[src/rtl/frame_accumulator.sv]
// Validates logger frames tapped from the pipe write stream, sums good frames into
// per-bin saturating accumulators, and streams the histogram out every nframes_i frames.
module frame_accumulator #(
    parameter int          NBINS   = 26,
    parameter logic [15:0] HEADER  = 16'hFEED,
    parameter logic [15:0] TRAILER = 16'h0FED
) (
    input  logic        clk_i,
    input  logic        reset_i,
    input  logic        wr_i,
    input  logic [15:0] data_i,
    input  logic        clear_i,
    input  logic [15:0] nframes_i,
    input  logic        rd_i,
    output logic [15:0] data_o,
    output logic        valid_o,
    output logic [15:0] frames_o,
    output logic [15:0] bad_cnt_o,
    output logic [15:0] drop_cnt_o,
    output logic        busy_o
);

    localparam logic [15:0] DUMP_HEAD = 16'hACC5;
    localparam logic [15:0] DUMP_TAIL = 16'h5CCA;
    localparam int          NWORDS    = 2 * NBINS + 3;
    localparam int          IW        = $clog2(NBINS);
    localparam int          DW        = $clog2(NWORDS);
    localparam logic [DW-1:0] LAST_IDX = DW'(NWORDS - 1);

    typedef enum logic [1:0] {HUNT, DATA, TRAIL, DUMP} state_t;

    state_t         state_q;
    logic [IW-1:0]  idx_q;
    logic [15:0]    stage_q [NBINS];
    logic [31:0]    acc_q   [NBINS];
    logic [31:0]    acc_sat [NBINS];
    logic [15:0]    frames_q;
    logic [15:0]    bad_q;
    logic [15:0]    drop_q;
    logic [15:0]    data_q;
    logic           valid_q;
    logic [DW-1:0]  widx_q;

    logic [15:0]    data_d;
    logic [15:0]    unswapped;
    logic [15:0]    frames_inc;
    logic [15:0]    bad_inc;
    logic [15:0]    drop_inc;
    logic [15:0]    nframes_eff;
    logic           xfer;
    logic [DW-1:0]  widx_nx;
    logic [DW-1:0]  woff;
    logic [DW-2:0]  wbin;

    // Every bin adds its staged count in the same cycle, clamping at all-ones.
    generate
        for (genvar gi = 0; gi < NBINS; gi++) begin : g_sat
            logic [32:0] sum;
            assign sum         = {1'b0, acc_q[gi]} + {17'd0, stage_q[gi]};
            assign acc_sat[gi] = sum[32] ? 32'hFFFF_FFFF : sum[31:0];
        end
    endgenerate

    assign unswapped   = {data_i[7:0], data_i[15:8]};
    assign frames_inc  = (frames_q == 16'hFFFF) ? frames_q : frames_q + 16'd1;
    assign bad_inc     = (bad_q    == 16'hFFFF) ? bad_q    : bad_q    + 16'd1;
    assign drop_inc    = (drop_q   == 16'hFFFF) ? drop_q   : drop_q   + 16'd1;
    assign nframes_eff = (nframes_i == 16'd0) ? 16'd1 : nframes_i;
    assign xfer        = valid_q & rd_i;

    // Word that follows the one currently presented: index 1 is the frame count,
    // 2..2*NBINS+1 alternate low/high halves of each bin, last is the tail marker.
    assign widx_nx = widx_q + DW'(1);
    assign woff    = widx_nx - DW'(2);
    assign wbin    = woff[DW-1:1];

    always_comb begin
        data_d = DUMP_TAIL;
        if (widx_nx == DW'(1)) begin
            data_d = frames_q;
        end else if (widx_nx != LAST_IDX && int'(wbin) < NBINS) begin
            data_d = woff[0] ? acc_q[wbin][31:16] : acc_q[wbin][15:0];
        end
    end

    always_ff @(posedge clk_i) begin
        if (!reset_i || clear_i) begin
            state_q  <= HUNT;
            idx_q    <= '0;
            frames_q <= '0;
            bad_q    <= '0;
            drop_q   <= '0;
            data_q   <= '0;
            valid_q  <= 1'b0;
            widx_q   <= '0;
            for (int b = 0; b < NBINS; b++) begin
                stage_q[b] <= '0;
                acc_q[b]   <= '0;
            end
        end else begin
            case (state_q)
                HUNT: begin
                    if (wr_i && data_i == HEADER) begin
                        state_q <= DATA;
                        idx_q   <= '0;
                    end
                end
                DATA: begin
                    if (wr_i) begin
                        stage_q[idx_q] <= unswapped;
                        if (idx_q == IW'(NBINS - 1)) begin
                            state_q <= TRAIL;
                        end else begin
                            idx_q <= idx_q + IW'(1);
                        end
                    end
                end
                TRAIL: begin
                    if (wr_i) begin
                        if (data_i == TRAILER) begin
                            for (int b = 0; b < NBINS; b++) begin
                                acc_q[b] <= acc_sat[b];
                            end
                            frames_q <= frames_inc;
                            if (frames_inc >= nframes_eff) begin
                                state_q <= DUMP;
                                valid_q <= 1'b1;
                                data_q  <= DUMP_HEAD;
                                widx_q  <= '0;
                            end else begin
                                state_q <= HUNT;
                            end
                        end else if (data_i == HEADER) begin
                            // A header in the trailer slot is treated as the start of a new frame.
                            bad_q   <= bad_inc;
                            state_q <= DATA;
                            idx_q   <= '0;
                        end else begin
                            bad_q   <= bad_inc;
                            state_q <= HUNT;
                        end
                    end
                end
                DUMP: begin
                    if (wr_i && data_i == HEADER) begin
                        drop_q <= drop_inc;
                    end
                    if (xfer) begin
                        if (widx_q == LAST_IDX) begin
                            state_q  <= HUNT;
                            valid_q  <= 1'b0;
                            data_q   <= '0;
                            widx_q   <= '0;
                            frames_q <= '0;
                            for (int b = 0; b < NBINS; b++) begin
                                stage_q[b] <= '0;
                                acc_q[b]   <= '0;
                            end
                        end else begin
                            widx_q <= widx_nx;
                            data_q <= data_d;
                        end
                    end
                end
                default: state_q <= HUNT;
            endcase
        end
    end

    assign data_o     = data_q;
    assign valid_o    = valid_q;
    assign frames_o   = frames_q;
    assign bad_cnt_o  = bad_q;
    assign drop_cnt_o = drop_q;
    assign busy_o     = (state_q == DUMP);

endmodule

[config.mk]
export PLATFORM = sky130hd
export DESIGN_NAME = frame_accumulator
export DESIGN_NICKNAME = d
export VERILOG_FILES = /design/src/rtl/frame_accumulator.sv
export SDC_FILE = /design/constraint.sdc
export NUM_CORES = 2
export LEC_CHECK = 0
export CAP_MARGIN = 5
export CELL_PAD_IN_SITES_DETAIL_PLACEMENT = 1
export CELL_PAD_IN_SITES_GLOBAL_PLACEMENT = 1
export CORE_MARGIN = 2
export CORE_UTILIZATION = 45
export CTS_CLUSTER_SIZE = 14
export DETAILED_ROUTE_END_ITERATION = 8
export HOLD_SLACK_MARGIN = 0.02
export PLACE_DENSITY_LB_ADDON = 0.1
export SETUP_SLACK_MARGIN = 0.05
export SLEW_MARGIN = 20
export SYNTH_ARGS = -nofsm -noshare
export SYNTH_HDL_FRONTEND = slang
export SYNTH_SLANG_ARGS = --single-unit
[constraint.sdc]
create_clock -name clk_i -period 36.8 [get_ports clk_i]
set_input_delay 11.04 -clock clk_i [delete_from_list [all_inputs] [get_ports clk_i]]
set_output_delay 11.04 -clock clk_i [all_outputs]
set_load 0.05 [all_outputs]
==> impl_metrics.ini <==
[run_status]
status = completed

[hold_path]
hold_start = data_o[14]
min_to = data_o[14]
min_path_type = reg -> reg
min_delay_path_depth = 2

[layout]
drive_above_1_share_pct = 8.15
fin_cells = 10600
syn_to_final_growth_pct = 10.8
nets = 8589
nFillCells = 19600

[die]
die-height_um = 430
dieArea_um2 = 185000
coreArea_um2 = 181000
dieWidth_um = 430
fp-row-count = 156
start_util_pct = 45.2
io_pins = 103

[setup_path]
arrival_ps = 16610
rr_startpoint = widx_q[0]
startpoint_type = input port
reg2reg_to = data_o[0]
path_common_cell = buf_4
critPathMaxStageDelay_ps = 930
r2r_cells = 13
cpMaxStageDelayCell = nor4_2
path_max_fanout = 105
r2r_slack_ps = 30080
crit_type = in -> reg
critPathCaptureType = register
crit_required_ps = 37240
crit_chain = buf_2 -> buf_4 -> nor4_2 -> buf_4 -> nand2_1 -> nor3_2 -> nor2_2 -> buf_4 -> inv_8 -> buf_4 -> buf_4 -> buf_4

[timing]
finClkSkew_ps = 30.8
slew_violations = 0
slew_headroom_pct = 21.6
max_clock_freq_mhz = 61.8
finalCritPeriodShare_pct = 44.0
tns_ps = 0
worst_pin_slew_ps = 1180
setup_viol = 0
fin_crit_ps = 16180
report.final.hold_viol_count = 0
rsz0062_at_grt = false

[clock_network]
cts_hold_buf = 0
cts_resized = 0
post-cts-setup-buffers = 0
cts_buffers = 162
clkSinkCount = 1326
clock-root-buffer = clkbuf_16
h-tree-depth = 4
clk_latency_ps = 820
cts_tree = yes
cts_buffer_depth = 3
clk_pin_slew_ps = 50

[global_routing]
grt_pass1_wl_mm = 430
grt_overflow = 0
grt_max_degree = 106
antenna_found_initial = 19
grt_pass1_vias = 67300
grt.total_usage_pct = 30.6

[synthesis]
yosysTopAreaCellShare_pct = 34.2
synth_fa_ha_area_share_pct = 7.45
synth_fp_nets = 8592
synth_largest_area_cell = edfxtp_1
synthArstFlopShare_pct = 0
synth-seq-cells = 1326
synth_area_um2 = 81600
synth_edf_count = 928
synth-simple-area-share_pct = 16.2
synthFlopType = edfxtp_1
synth_area_per_cell_um2 = 10.1
yosys-top-cells-area = edfxtp_1 34%, dfxtp_1 9.8%, ha_1 6.8%, a21oi_1 5.9%, mux4_2 5.7%
synth_common_cells = 961 x a21oi_1, 928 x edfxtp_1, 534 x nand2_1
synth_top_family_by_area = compound AO/OA/AOI/OAI gates
yosysUniqueCellTypes = 85
synthMuxAreaShare_pct = 6.83
synth.most_common_cell = a21oi_1
seq_area_frac_synth_pct = 43.9
synth-xor-area-share_pct = 5.60
synth-compound-area-share_pct = 17.0
yosysWarningCount = 0
postSynthCellCount = 8085

[drt]
drc_errors = 0
ant_nets = 0
vias = 66700
drt-pass1-iter-count = 6
drt_wl_total_mm = 288
wl_per_cell_um = 27.2
vias_per_cell = 6.30
drtIter0Drc = 6171

[placed_design]
place_congestion = 0.917
dpl.hpwl_mm = 204
io_buffers = 102
dp_cells = 10300

[power]
vdd_ir_drop_max_v = 0.0000453
p_per_area_nw_per_um2 = 39.0
leakagePower_uw = 0.0346

[job]
maxCapViolCount = 0
-- per-stage QoR --
step,utilization (%),total power (µW),worst slack [ps],instance area (µm²),hold slack [ps]
3_3_place_gp,47.1,1930,19700,85100,453
6_report,50.1,3520,20620,90400,466
5_1_grt,50.0,3620,20340,90400,491
4_1_cts,50.0,3540,20550,90300,470
2_1_floorplan,-,1860,12150,81600,432
3_5_place_dp,47.1,1940,19680,85100,457
-- final cells by class --
type | instances | area, µm² | share of cell area, %
multi-input cells | 6123 | 43500 | 48.2
flip-flops and latches | 1326 | 35800 | 39.6
clock buffers | 223 | 4580 | 5.07
well taps | 2370 | 2970 | 3.28
repair buffers | 224 | 1910 | 2.11
inverters | 245 | 927 | 1.03
clock inverters | 70 | 616 | 0.681
diodes | 9 | 22.5 | 0.0249
-- worst max-delay path: cells and delay by family --
kind          cells  cell delay [ps]
buf+inv           8             3690
simple gates      4             1520
-- logic make-up (layout without fill, tap and decap cells) --
kind of cell	Yosys count	count (layout)
buf+inv	636	762
compound gates	2278	2278
fa+ha+maj	470	470
flops	1326	1326
simple gates	2553	2553
mux	300	300
xor+xnor	522	522
other cells	0	9
-- per-layer routing --
metal | wire [µm] | GRT usage, % | up-vias | part of all wire, %
li1 | - | - | 30200 | -
met1 | 123000 | 41.2 | 33900 | 43
met2 | 136000 | 50.6 | 2086 | 47
met3 | 17700 | 3.59 | 455 | 6.1
met4 | 11200 | 11.4 | 2 | 3.9
met5 | 20 | 0 | - | 0.0069
-- sequential cells by signal, summed over array words and instances, names as in the netlist --
register / flops
acc_q: 832
idx_q: 5
frames_o: 16
bad_cnt_o: 16
drop_cnt_o: 16
valid_o: 1
widx_q: 6
state_q: 2
stage_q: 416
data_o: 16
-- report_power, final --
group / total, µW / switching, µW / leakage [µW] / internal, µW
Sequential: 1680 / 38.0 / 0.0135 / 1640
Combinational: 236 / 153 / 0.0185 / 83.5
Clock: 1610 / 668 / 0.00256 / 943
Total: 3520 / 858 / 0.0346 / 2660
-- cell usage in the layout, fill, tap and decap left out, drive strengths merged, types with 99 or more instances in the layout --
master / synthesis / routed
a211oi: 99 / 99
a21o: 176 / 176
a21oi: 961 / 961
a31oi: 124 / 124
and2: 478 / 478
and3: 194 / 194
buf: 56 / 138
clkbuf: 335 / 223
dfxtp: 398 / 398
edfxtp: 928 / 928
ha: 444 / 444
inv: 244 / 249
mux4: 205 / 205
nand2: 534 / 534
nand3: 224 / 224
nor2: 466 / 466
nor3: 193 / 193
o21ai: 446 / 446
xnor2: 242 / 242
xor2: 280 / 280
-- worst max path at each step --
stage / depth (start not counted) / end / from
after floorplan: 6 / acc_q[10][0] / data_i[12]
after global placement: 12 / acc_q[8][8] / data_i[13]
after detailed placement: 12 / acc_q[8][13] / data_i[13]
after CTS: 12 / acc_q[8][8] / data_i[13]
after global routing: 12 / acc_q[9][15] / data_i[13]
final: 12 / acc_q[9][15] / data_i[13]
No activity file was read; power rests on OpenSTA's default activity.
